--- src/rtl/gs_project_pkg.sv ---
// rtl/gs_project_pkg.sv - shared types, widths and saturation helpers for the projection stage
package gs_project_pkg;

   typedef enum logic [1:0] {
      ST_IDLE  = 2'd0,
      ST_DOT   = 2'd1,
      ST_SCALE = 2'd2
   } state_t;

   localparam int WIDTH_DEF = 16;
   localparam int FBITS_DEF = 8;
   // Common signed width used for all intermediate saturation checks (supports WIDTH <= 31)
   localparam int EXTW = 64;

   // Accumulator width: four full-precision products plus two guard bits never wrap
   function automatic int accw(input int w);
      return 2 * w + 2;
   endfunction

   function automatic logic signed [EXTW-1:0] max_v(input int w);
      return (64'sd1 <<< (w - 1)) - 64'sd1;
   endfunction

   function automatic logic signed [EXTW-1:0] min_v(input int w);
      return -(64'sd1 <<< (w - 1));
   endfunction

   function automatic logic signed [EXTW-1:0] sat_to_width(input logic signed [EXTW-1:0] x,
                                                           input int w);
      if (x > max_v(w)) return max_v(w);
      if (x < min_v(w)) return min_v(w);
      return x;
   endfunction

   function automatic logic is_clip(input logic signed [EXTW-1:0] x, input int w);
      return (x > max_v(w)) || (x < min_v(w));
   endfunction

endpackage

--- src/rtl/gs_project_if.sv ---
// rtl/gs_project_if.sv - operand/result bundle between normaliser and projection stage
interface gs_project_if #(parameter int WIDTH = 16);
   logic                    start;
   logic signed [WIDTH-1:0] q1, q2, q3, q4;
   logic signed [WIDTH-1:0] h1, h2, h3, h4;
   logic                    busy;
   logic                    valid;
   logic                    ovf;
   logic signed [WIDTH-1:0] r12;
   logic signed [WIDTH-1:0] u1, u2, u3, u4;

   modport master (
      output start, q1, q2, q3, q4, h1, h2, h3, h4,
      input  busy, valid, ovf, r12, u1, u2, u3, u4
   );

   modport slave (
      input  start, q1, q2, q3, q4, h1, h2, h3, h4,
      output busy, valid, ovf, r12, u1, u2, u3, u4
   );
endinterface

--- src/rtl/fxp_mul.sv ---
// rtl/fxp_mul.sv - combinational signed fixed-point multiplier with rescale and saturation
module fxp_mul
   import gs_project_pkg::*;
#(
   parameter int WIDTH = WIDTH_DEF,
   parameter int FBITS = FBITS_DEF
) (
   input  logic signed [WIDTH-1:0]   i_a,
   input  logic signed [WIDTH-1:0]   i_b,
   output logic signed [2*WIDTH-1:0] o_prod,
   output logic signed [WIDTH-1:0]   o_res,
   output logic                      o_clip
);

   logic signed [2*WIDTH-1:0] w_a_ext;
   logic signed [2*WIDTH-1:0] w_b_ext;
   logic signed [2*WIDTH-1:0] w_sh;
   logic signed [EXTW-1:0]    w_sh_ext;

   // Operands are sign-extended first so the low 2*WIDTH bits hold the exact product
   assign w_a_ext  = {{WIDTH{i_a[WIDTH-1]}}, i_a};
   assign w_b_ext  = {{WIDTH{i_b[WIDTH-1]}}, i_b};
   assign o_prod   = w_a_ext * w_b_ext;
   assign w_sh     = o_prod >>> FBITS;
   assign w_sh_ext = {{(EXTW-2*WIDTH){w_sh[2*WIDTH-1]}}, w_sh};
   assign o_res    = WIDTH'(sat_to_width(w_sh_ext, WIDTH));
   assign o_clip   = is_clip(w_sh_ext, WIDTH);

endmodule

--- src/rtl/gs_project.sv ---
// rtl/gs_project.sv - Gram-Schmidt projection: r12 = <q,h>, u = h - r12*q on one shared multiplier
module gs_project
   import gs_project_pkg::*;
#(
   parameter int WIDTH = WIDTH_DEF,
   parameter int FBITS = FBITS_DEF
) (
   input  logic        clk,
   input  logic        reset,
   gs_project_if.slave bus
);

   localparam int ACCW = accw(WIDTH);

   state_t                  r_state;
   logic [1:0]              r_idx;
   logic signed [WIDTH-1:0] r_q     [4];
   logic signed [WIDTH-1:0] r_h     [4];
   logic signed [WIDTH-1:0] r_u     [4];
   logic signed [WIDTH-1:0] r_u_out [4];
   logic signed [ACCW-1:0]  r_acc;
   logic signed [WIDTH-1:0] r_r;
   logic signed [WIDTH-1:0] r_r12;
   logic                    r_ovf_ip;
   logic                    r_busy;
   logic                    r_valid;
   logic                    r_ovf;

   logic                      w_scale;
   logic signed [WIDTH-1:0]   w_mul_a;
   logic signed [WIDTH-1:0]   w_mul_b;
   logic signed [2*WIDTH-1:0] w_prod;
   logic signed [WIDTH-1:0]   w_mul_res;
   logic                      w_mul_clip;

   // DOT multiplies q*h, SCALE multiplies r*q; the single multiplier is steered by state
   assign w_scale = (r_state == ST_SCALE);
   assign w_mul_a = w_scale ? r_r : r_q[r_idx];
   assign w_mul_b = w_scale ? r_q[r_idx] : r_h[r_idx];

   fxp_mul #(.WIDTH(WIDTH), .FBITS(FBITS)) u_mul (
      .i_a    (w_mul_a),
      .i_b    (w_mul_b),
      .o_prod (w_prod),
      .o_res  (w_mul_res),
      .o_clip (w_mul_clip)
   );

   logic signed [ACCW-1:0]  w_acc_next;
   logic signed [ACCW-1:0]  w_acc_sh;
   logic signed [EXTW-1:0]  w_acc_ext;
   logic signed [WIDTH-1:0] w_r_sat;
   logic                    w_r_clip;

   // Final accumulate, rescale and clip of the dot product, used on the last DOT edge
   assign w_acc_next = r_acc + {{2{w_prod[2*WIDTH-1]}}, w_prod};
   assign w_acc_sh   = w_acc_next >>> FBITS;
   assign w_acc_ext  = {{(EXTW-ACCW){w_acc_sh[ACCW-1]}}, w_acc_sh};
   assign w_r_sat    = WIDTH'(sat_to_width(w_acc_ext, WIDTH));
   assign w_r_clip   = is_clip(w_acc_ext, WIDTH);

   logic signed [EXTW-1:0]  w_h_ext;
   logic signed [EXTW-1:0]  w_m_ext;
   logic signed [EXTW-1:0]  w_diff;
   logic signed [WIDTH-1:0] w_u_sat;
   logic                    w_u_clip;

   // Residual element: h - sat(r*q); either saturation flags overflow
   assign w_h_ext  = {{(EXTW-WIDTH){r_h[r_idx][WIDTH-1]}}, r_h[r_idx]};
   assign w_m_ext  = {{(EXTW-WIDTH){w_mul_res[WIDTH-1]}}, w_mul_res};
   assign w_diff   = w_h_ext - w_m_ext;
   assign w_u_sat  = WIDTH'(sat_to_width(w_diff, WIDTH));
   assign w_u_clip = is_clip(w_diff, WIDTH) | w_mul_clip;

   // Control FSM and datapath registers; results are published only on completion
   always_ff @(posedge clk) begin
      if (reset) begin
         r_state  <= ST_IDLE;
         r_idx    <= 2'd0;
         r_acc    <= '0;
         r_r      <= '0;
         r_r12    <= '0;
         r_ovf_ip <= 1'b0;
         r_busy   <= 1'b0;
         r_valid  <= 1'b0;
         r_ovf    <= 1'b0;
         for (int i = 0; i < 4; i++) begin
            r_q[i]     <= '0;
            r_h[i]     <= '0;
            r_u[i]     <= '0;
            r_u_out[i] <= '0;
         end
      end else begin
         r_valid <= 1'b0;
         case (r_state)
            ST_IDLE: begin
               if (bus.start) begin
                  r_q[0]   <= bus.q1;
                  r_q[1]   <= bus.q2;
                  r_q[2]   <= bus.q3;
                  r_q[3]   <= bus.q4;
                  r_h[0]   <= bus.h1;
                  r_h[1]   <= bus.h2;
                  r_h[2]   <= bus.h3;
                  r_h[3]   <= bus.h4;
                  r_acc    <= '0;
                  r_ovf_ip <= 1'b0;
                  r_idx    <= 2'd0;
                  r_busy   <= 1'b1;
                  r_state  <= ST_DOT;
               end
            end
            ST_DOT: begin
               r_acc <= w_acc_next;
               r_idx <= r_idx + 2'd1;
               if (r_idx == 2'd3) begin
                  r_r <= w_r_sat;
                  if (w_r_clip) r_ovf_ip <= 1'b1;
                  r_state <= ST_SCALE;
               end
            end
            ST_SCALE: begin
               r_u[r_idx] <= w_u_sat;
               if (w_u_clip) r_ovf_ip <= 1'b1;
               r_idx <= r_idx + 2'd1;
               if (r_idx == 2'd3) begin
                  r_r12      <= r_r;
                  r_u_out[0] <= r_u[0];
                  r_u_out[1] <= r_u[1];
                  r_u_out[2] <= r_u[2];
                  r_u_out[3] <= w_u_sat;
                  r_ovf      <= r_ovf_ip | w_u_clip;
                  r_valid    <= 1'b1;
                  r_busy     <= 1'b0;
                  r_state    <= ST_IDLE;
               end
            end
            default: r_state <= ST_IDLE;
         endcase
      end
   end

   assign bus.busy  = r_busy;
   assign bus.valid = r_valid;
   assign bus.ovf   = r_ovf;
   assign bus.r12   = r_r12;
   assign bus.u1    = r_u_out[0];
   assign bus.u2    = r_u_out[1];
   assign bus.u3    = r_u_out[2];
   assign bus.u4    = r_u_out[3];

endmodule
--- src/flat_wrapper.sv ---
// flat-port wrapper written by rule: the top's interface ports become plain ports
module gs_project_flat import gs_project_pkg::*;
#(
   parameter int WIDTH = WIDTH_DEF,
   parameter int FBITS = FBITS_DEF
)
  (clk, reset, bus_start, bus_q1, bus_q2, bus_q3, bus_q4, bus_h1, bus_h2, bus_h3, bus_h4, bus_busy, bus_valid, bus_ovf, bus_r12, bus_u1, bus_u2, bus_u3, bus_u4);
  gs_project_if #(.WIDTH(WIDTH)) bus_i ();
  input  logic clk;
  input  logic reset;
  input wire logic [$bits(bus_i.start)-1:0] bus_start;
  input wire logic [$bits(bus_i.q1)-1:0] bus_q1;
  input wire logic [$bits(bus_i.q2)-1:0] bus_q2;
  input wire logic [$bits(bus_i.q3)-1:0] bus_q3;
  input wire logic [$bits(bus_i.q4)-1:0] bus_q4;
  input wire logic [$bits(bus_i.h1)-1:0] bus_h1;
  input wire logic [$bits(bus_i.h2)-1:0] bus_h2;
  input wire logic [$bits(bus_i.h3)-1:0] bus_h3;
  input wire logic [$bits(bus_i.h4)-1:0] bus_h4;
  output wire logic [$bits(bus_i.busy)-1:0] bus_busy;
  output wire logic [$bits(bus_i.valid)-1:0] bus_valid;
  output wire logic [$bits(bus_i.ovf)-1:0] bus_ovf;
  output wire logic [$bits(bus_i.r12)-1:0] bus_r12;
  output wire logic [$bits(bus_i.u1)-1:0] bus_u1;
  output wire logic [$bits(bus_i.u2)-1:0] bus_u2;
  output wire logic [$bits(bus_i.u3)-1:0] bus_u3;
  output wire logic [$bits(bus_i.u4)-1:0] bus_u4;
  assign bus_i.start = bus_start;
  assign bus_i.q1 = bus_q1;
  assign bus_i.q2 = bus_q2;
  assign bus_i.q3 = bus_q3;
  assign bus_i.q4 = bus_q4;
  assign bus_i.h1 = bus_h1;
  assign bus_i.h2 = bus_h2;
  assign bus_i.h3 = bus_h3;
  assign bus_i.h4 = bus_h4;
  assign bus_busy = bus_i.busy;
  assign bus_valid = bus_i.valid;
  assign bus_ovf = bus_i.ovf;
  assign bus_r12 = bus_i.r12;
  assign bus_u1 = bus_i.u1;
  assign bus_u2 = bus_i.u2;
  assign bus_u3 = bus_i.u3;
  assign bus_u4 = bus_i.u4;
  gs_project #(.WIDTH(WIDTH), .FBITS(FBITS)) u_core (.clk(clk), .reset(reset), .bus(bus_i));
endmodule
--- config.mk ---
export PLATFORM = sky130hd
export DESIGN_NAME = gs_project_flat
export DESIGN_NICKNAME = d
export VERILOG_FILES = /design/src/rtl/gs_project_pkg.sv /design/src/rtl/gs_project_if.sv /design/src/rtl/fxp_mul.sv /design/src/rtl/gs_project.sv /design/src/flat_wrapper.sv
export SDC_FILE = /design/constraint.sdc
export NUM_CORES = 1
export LEC_CHECK = 0
export ABC_AREA = 1
export ABC_CLOCK_PERIOD_IN_PS = 11000
export BUFFER_PORTS_ARGS = -buffer_cell sky130_fd_sc_hd__buf_2
export CORE_MARGIN = 8
export CORE_UTILIZATION = 52
export CTS_BUF_LIST = sky130_fd_sc_hd__clkbuf_4
export DETAILED_ROUTE_END_ITERATION = 12
export GPL_ROUTABILITY_DRIVEN = 1
export PLACE_DENSITY = 0.7
export SLEW_MARGIN = 5
export SYNTH_ARGS = -nofsm -noshare
export SYNTH_HDL_FRONTEND = slang
export SYNTH_HIERARCHICAL = 1
export SYNTH_SLANG_ARGS = --single-unit
--- constraint.sdc ---
create_clock -name clk -period 11 [get_ports clk]
set_input_delay 0 -clock clk [delete_from_list [all_inputs] [get_ports clk]]
set_output_delay 0 -clock clk [all_outputs]
set_load 0.02 [all_outputs]
==> reports/qor.csv, run 1 <==
metric,value,unit
Max-cap violations,0,
Vias/cell,5.10,
Mapped Cells,3564,
cell taking the most area after synthesis,edfxtp_1,
Slew @ Worst Pin,1160,ps
Crit Path Max Fanout,64,
# IOs,214,
Hold Path Origin,bus_h3[10],
DRT iter0 DRCs,1962,
initial antenna violation count,3,
H-tree Lvls,3,
cell mode on critical path,nand2_1,
routability cong.,0.985,
Mapped Nets,4095,
clock-pin transition on the worst setup and hold timing paths,60,ps
Clock Latency Late Sink,820,ps
IO Port Bufs,213,
leading post-synthesis cells by cell area,"edfxtp_1 26%, fa_1 19%, nand2_1 12%, inv_1 11%, ha_1 6.1%",
number of synthesized flops with an enable pin,240,
status,completed,
nets@finish,4531,
first-pass GRT wire length,133000,um
FF-to-FF End,u_core/r_u[1][12],
core area,0.0535,mm2
post-detailed-route count of antenna-violating nets,0,
Routed WL,85400,um
DRC errors left,0,
Hold/Removal Path Class,primary input to flip-flop,
WHS Endpoint,u_core/r_h[2][10],
row count,85,
Die Y,248,um
final setup fails,0,
reg2reg path depth,47,
critical path capture point type,flip-flop,
"FF+latch count, synth",316,
clock root cell,clkbuf_4,
Sum Neg Setup Slack,0,ps
"commonest non-fill, non-tap cell in the layout",nand2_1,
Tmin final,10210,ps
Yosys top cell area share,0.258,
RSZ-0062 raised after global routing,false,
fin crit share,0.928,
die width,248,um
CP startpoint kind,flip-flop,
clock skew,61.3,ps
Post-Syn Area,0.0279,mm2
number of global-route vias before repair,24400,
Slew Limit Fails,0,
Crit-path slowest cell,fa_1,
Post-DP HPWL,61800,um
normalized max-slew margin,0.226,
total number of vias,24300,
ys async rst share,0,
drt wl/cell,17.9,um
worst endpoint required time,11490,ps
"commonest cells after routing, fill and taps aside","912 x nand2_1, 840 x inv_1, 368 x nor2_1, 264 x fa_1, 240 x edfxtp_1",
Crit Path Class,flip-flop to flip-flop,
layout cells sized above 1,0.135,
final hold violations,0,
total CTS buffers,82,
largest net degree at the start of global routing,109,
depth of the worst hold-timing path,4,
crit-path max cell delay,550,ps
CTS tree,yes,
die area,0.0614,mm2
clk buf depth,3,
drt first pass iters,6,
grt ovf,0,
Synth Flop Type,edfxtp_1,
initial core utilization,0.522,
fmax,0.0979,GHz
clock sinks,316,
sequential element share of the synthesized area,0.313,
"Distinct cells, synth",54,
gr usage total,0.281,
R2R Setup Slk,790,ps
Yosys warning total,6,
Area Overhead vs Synth,18.4,%
Syn Area/Cell,7.83,um2
"Arr. time, crit path",10710,ps
## logic make-up after synthesis
family	synth area share
buffers and inverters	0.136
adders and majority gates	0.250
and+or+nand+nor	0.223
AOI/OAI and AO/OA	0.0617
xor gates and xnor gates	0.0157
DFF	0.313
## cell type report
class                           count  area, um2
Clock buffer                      126        946
Fill cell                        4635      20400
Tap cell                          696        871
Sequential cell                   316       8730
Timing Repair Buffer              485       3660
Multi-Input combinational cell   2250      15400
Antenna cell                        4       10.0
Inverter                          865       3260
Clock inverter                     25        173
## synthesized netlist by cell type, drive strengths merged, types with 2 or more instances
| cell type | n |
|---|---|
| or2 | 8 |
| inv | 863 |
| nor3 | 13 |
| nand4 | 12 |
| buf | 12 |
| nand3b | 6 |
| xnor2 | 16 |
| a32o | 16 |
| clkbuf | 121 |
| o21bai | 10 |
| nand3 | 101 |
| o21a | 2 |
| nand2 | 969 |
| o21ai | 105 |
| ha | 136 |
| a21oi | 134 |
| a31oi | 7 |
| o22ai | 16 |
| clkinv | 2 |
| nor2 | 392 |
| edfxtp | 240 |
| fa | 264 |
| xor2 | 32 |
| dfxtp | 76 |
| and2 | 2 |
| a21o | 3 |
## state kept, by name, summed over array words and instances, names as in the netlist, 16 cells and up, named ones only
register and flops:
u_core/r_u 48, u_core/r_acc 34, u_core/r_u_out 64, u_core/r_q 64
u_core/bus.r12 16, u_core/r_r 16, u_core/r_h 64
## metrics by stage
| stage | instances | area [um2] | worst slack (ps) | util | hold WS, ps |
|---|---|---|---|---|---|
| detailed placement | 4393 | 29700 | 784 | 0.556 | 299 |
| floorplan | 3564 | 27900 | 1500 | - | 208 |
| global route | 4767 | 33100 | 42.5 | 0.618 | 17.1 |
| global placement | 4393 | 29700 | 820 | 0.556 | 297 |
| CTS | 4763 | 33000 | 691 | 0.617 | 2.27 |
| finish | 4767 | 33100 | 787 | 0.618 | 78.5 |
## worst max-delay path, delay by kind of cell (launching register included)
family,cells,cell delay [ps]
buf+inv,10,1310
flops,1,360
simple gates,22,2770
compound gates,7,1640
fa+ha+maj,8,3750
## layer usage
metal / part of all wire / GRT usage / routed length (um) / vias to the layer above
met3: 0.085 / 0.0634 / 7260 / 184
met4: 0.037 / 0.111 / 3150 / 0
met2: 0.48 / 0.466 / 40700 / 1086
met1: 0.40 / 0.354 / 34400 / 11500
met5: 0 / 0 / 0 / -
li1: - / - / - / 11600
## how the worst max path moves through the flow
stage / startpoint / end / slack, ps / depth (start not counted)
after floorplan: flip-flop / u_core/r_u_out[3][14] / 1500 / 50
after global placement: flip-flop / u_core/r_u_out[3][13] / 820 / 47
after detailed placement: flip-flop / u_core/r_u[1][13] / 780 / 48
after CTS: flip-flop / u_core/r_u[1][12] / 690 / 45
after global routing: flip-flop / u_core/r_u[1][13] / 40 / 46
final: flip-flop / u_core/r_u[1][12] / 790 / 47
## repair_timing
action,in CTS,in global routing
hold buffers,219,0
endpoints found under the hold margin,205,0
buffers inserted,0,0
gates resized for setup,0,6
endpoints found under the setup margin,0,54
Power of run 1 is left out: the tool's default activity adds up to more than one toggle a clock period on the data nets, which glitch-free logic cannot reach.
==> run 2, diff against run 1 <==
--- a/config.mk
+++ b/config.mk
@@ -11,9 +11,11 @@
 export CORE_MARGIN = 8
 export CORE_UTILIZATION = 52
 export CTS_BUF_LIST = sky130_fd_sc_hd__clkbuf_4
+export CTS_CLUSTER_DIAMETER = 100
 export DETAILED_ROUTE_END_ITERATION = 12
 export GPL_ROUTABILITY_DRIVEN = 1
 export PLACE_DENSITY = 0.7
+export REMOVE_ABC_BUFFERS = 1
 export SLEW_MARGIN = 5
 export SYNTH_ARGS = -nofsm -noshare
 export SYNTH_HDL_FRONTEND = slang
==> run 2 against run 1 <==
- clock skew grew 55 ps
- routed wire length grew 2.5%
- register-to-register slack lost 140 ps
- critical endpoint is now u_core/r_u[2][6]
- via count grew 2.3%
- clock-buffer cell count grew 6
==> reports/qor.csv, run 2 (synthesis gave the netlist of run 1 again) <==
metric,value,unit
normalized max-slew margin,0.211,
Vias/cell,5.21,
Max-cap violations,0,
# IOs,214,
drt wl/cell,18.3,um
CTS tree,yes,
Sum Neg Setup Slack,0,ps
clock-pin transition on the worst setup and hold timing paths,80,ps
grt ovf,0,
critical path capture point type,flip-flop,
Die Y,248,um
Slew @ Worst Pin,1180,ps
Slew Limit Fails,0,
RSZ-0062 raised after global routing,false,
final hold violations,0,
first-pass GRT wire length,138000,um
number of global-route vias before repair,25300,
clock skew,117,ps
fmax,0.0965,GHz
initial core utilization,0.522,
initial antenna violation count,5,
post-detailed-route count of antenna-violating nets,0,
core area,0.0535,mm2
row count,85,
Routed WL,87600,um
H-tree Lvls,3,
worst endpoint required time,11500,ps
fill count,4568,
Crit Path Class,flip-flop to flip-flop,
FF-to-FF End,u_core/r_u[2][6],
"Arr. time, crit path",10850,ps
die area,0.0614,mm2
layout cells sized above 1,0.138,
status,completed,
Crit Path Max Fanout,23,
crit-path max cell delay,600,ps
clk buf depth,3,
DRT iter0 DRCs,2022,
"commonest cells after routing, fill and taps aside","913 x nand2_1, 841 x inv_1, 368 x nor2_1, 264 x fa_1, 240 x edfxtp_1",
nets@finish,4546,
CP startpoint kind,flip-flop,
Hold/Removal Path Class,primary input to flip-flop,
Area Overhead vs Synth,18.9,%
Hold Path Origin,bus_h3[10],
clock sinks,316,
total CTS buffers,84,
R2R Setup Slk,640,ps
total number of vias,24900,
fin crit share,0.942,
Crit-path slowest cell,o21ai_1,
IO Port Bufs,213,
largest net degree at the start of global routing,75,
depth of the worst hold-timing path,4,
final setup fails,0,
largest registers,"u_core/r_h: 64 flops, u_core/r_q: 64 flops, u_core/r_u_out: 64 flops",
reg2reg path depth,45,
gr usage total,0.290,
drt first pass iters,6,
DRC errors left,0,
Clock Latency Late Sink,880,ps
routability cong.,0.993,
Post-DP HPWL,60000,um
clock root cell,clkbuf_4,
die width,248,um
Tmin final,10360,ps
"commonest non-fill, non-tap cell in the layout",nand2_1,
WHS Endpoint,u_core/r_h[2][10],
[run 2: metrics by stage]
step           cell area, um2  worst slack (ps)  cells   util  hold slack (ps)
2_1_floorplan           27400               386   3431      -             69.1
3_3_place_gp            29800               841   4400  0.557              293
3_5_place_dp            29800               729   4400  0.557              300
4_1_cts                 33200               719   4776  0.620            0.400
5_1_grt                 33200              4.11   4780  0.621             9.62
6_report                33200               642   4781  0.621             46.1
[run 2: what timing repair did]
action                                  4_1_cts  5_1_grt
setup buffers                                 0        0
hold endpoints to repair                    172        0
endpoints found under the setup margin        0       58
gates resized for setup                       0        3
hold buffers                                225        0
[run 2: worst max-delay path by stage]
stage	end	slack, ps	cells past startpoint	from
global placement	u_core/r_u[2][7]	840	47	flip-flop
detailed placement	u_core/r_u[2][8]	730	47	flip-flop
floorplan	u_core/r_ovf_ip	390	48	u_core/r_state[0]
finish	u_core/r_u[2][6]	640	45	flip-flop
global route	u_core/r_u[2][6]	4	48	flip-flop
CTS	u_core/r_u[2][6]	720	47	flip-flop
[run 2: critical path, delay by kind of cell (launching register included)]
family                   cells  cell delay [ps]
flip-flops                   1              380
buffers and inverters       12             1880
AO/OA/AOI/OAI                7             1770
AND/OR/NAND/NOR             18             2280
adder cells (fa/ha/maj)      8             3700
[run 2: routing by layer]
| metal | track usage | vias to the layer above | wire length (um) |
|---|---|---|---|
| met2 | 0.475 | 1218 | 41300 |
| met4 | 0.151 | 2 | 4660 |
| li1 | - | 11600 | - |
| met5 | 0 | - | 15 |
| met1 | 0.353 | 11800 | 34100 |
| met3 | 0.0716 | 308 | 7540 |
[run 2: layout make-up]
cell class	instances	area [um2]	share of cell area
Inverter	865	3250	0.0980
Antenna cell	5	12.5	0.000377
Clock inverter	19	156	0.00471
Multi-Input combinational cell	2250	15400	0.464
Clock buffer	132	991	0.0298
Sequential cell	316	8730	0.263
Timing Repair Buffer	498	3770	0.114
Tap cell	696	871	0.0262
Power of run 2 is left out for the same reason.
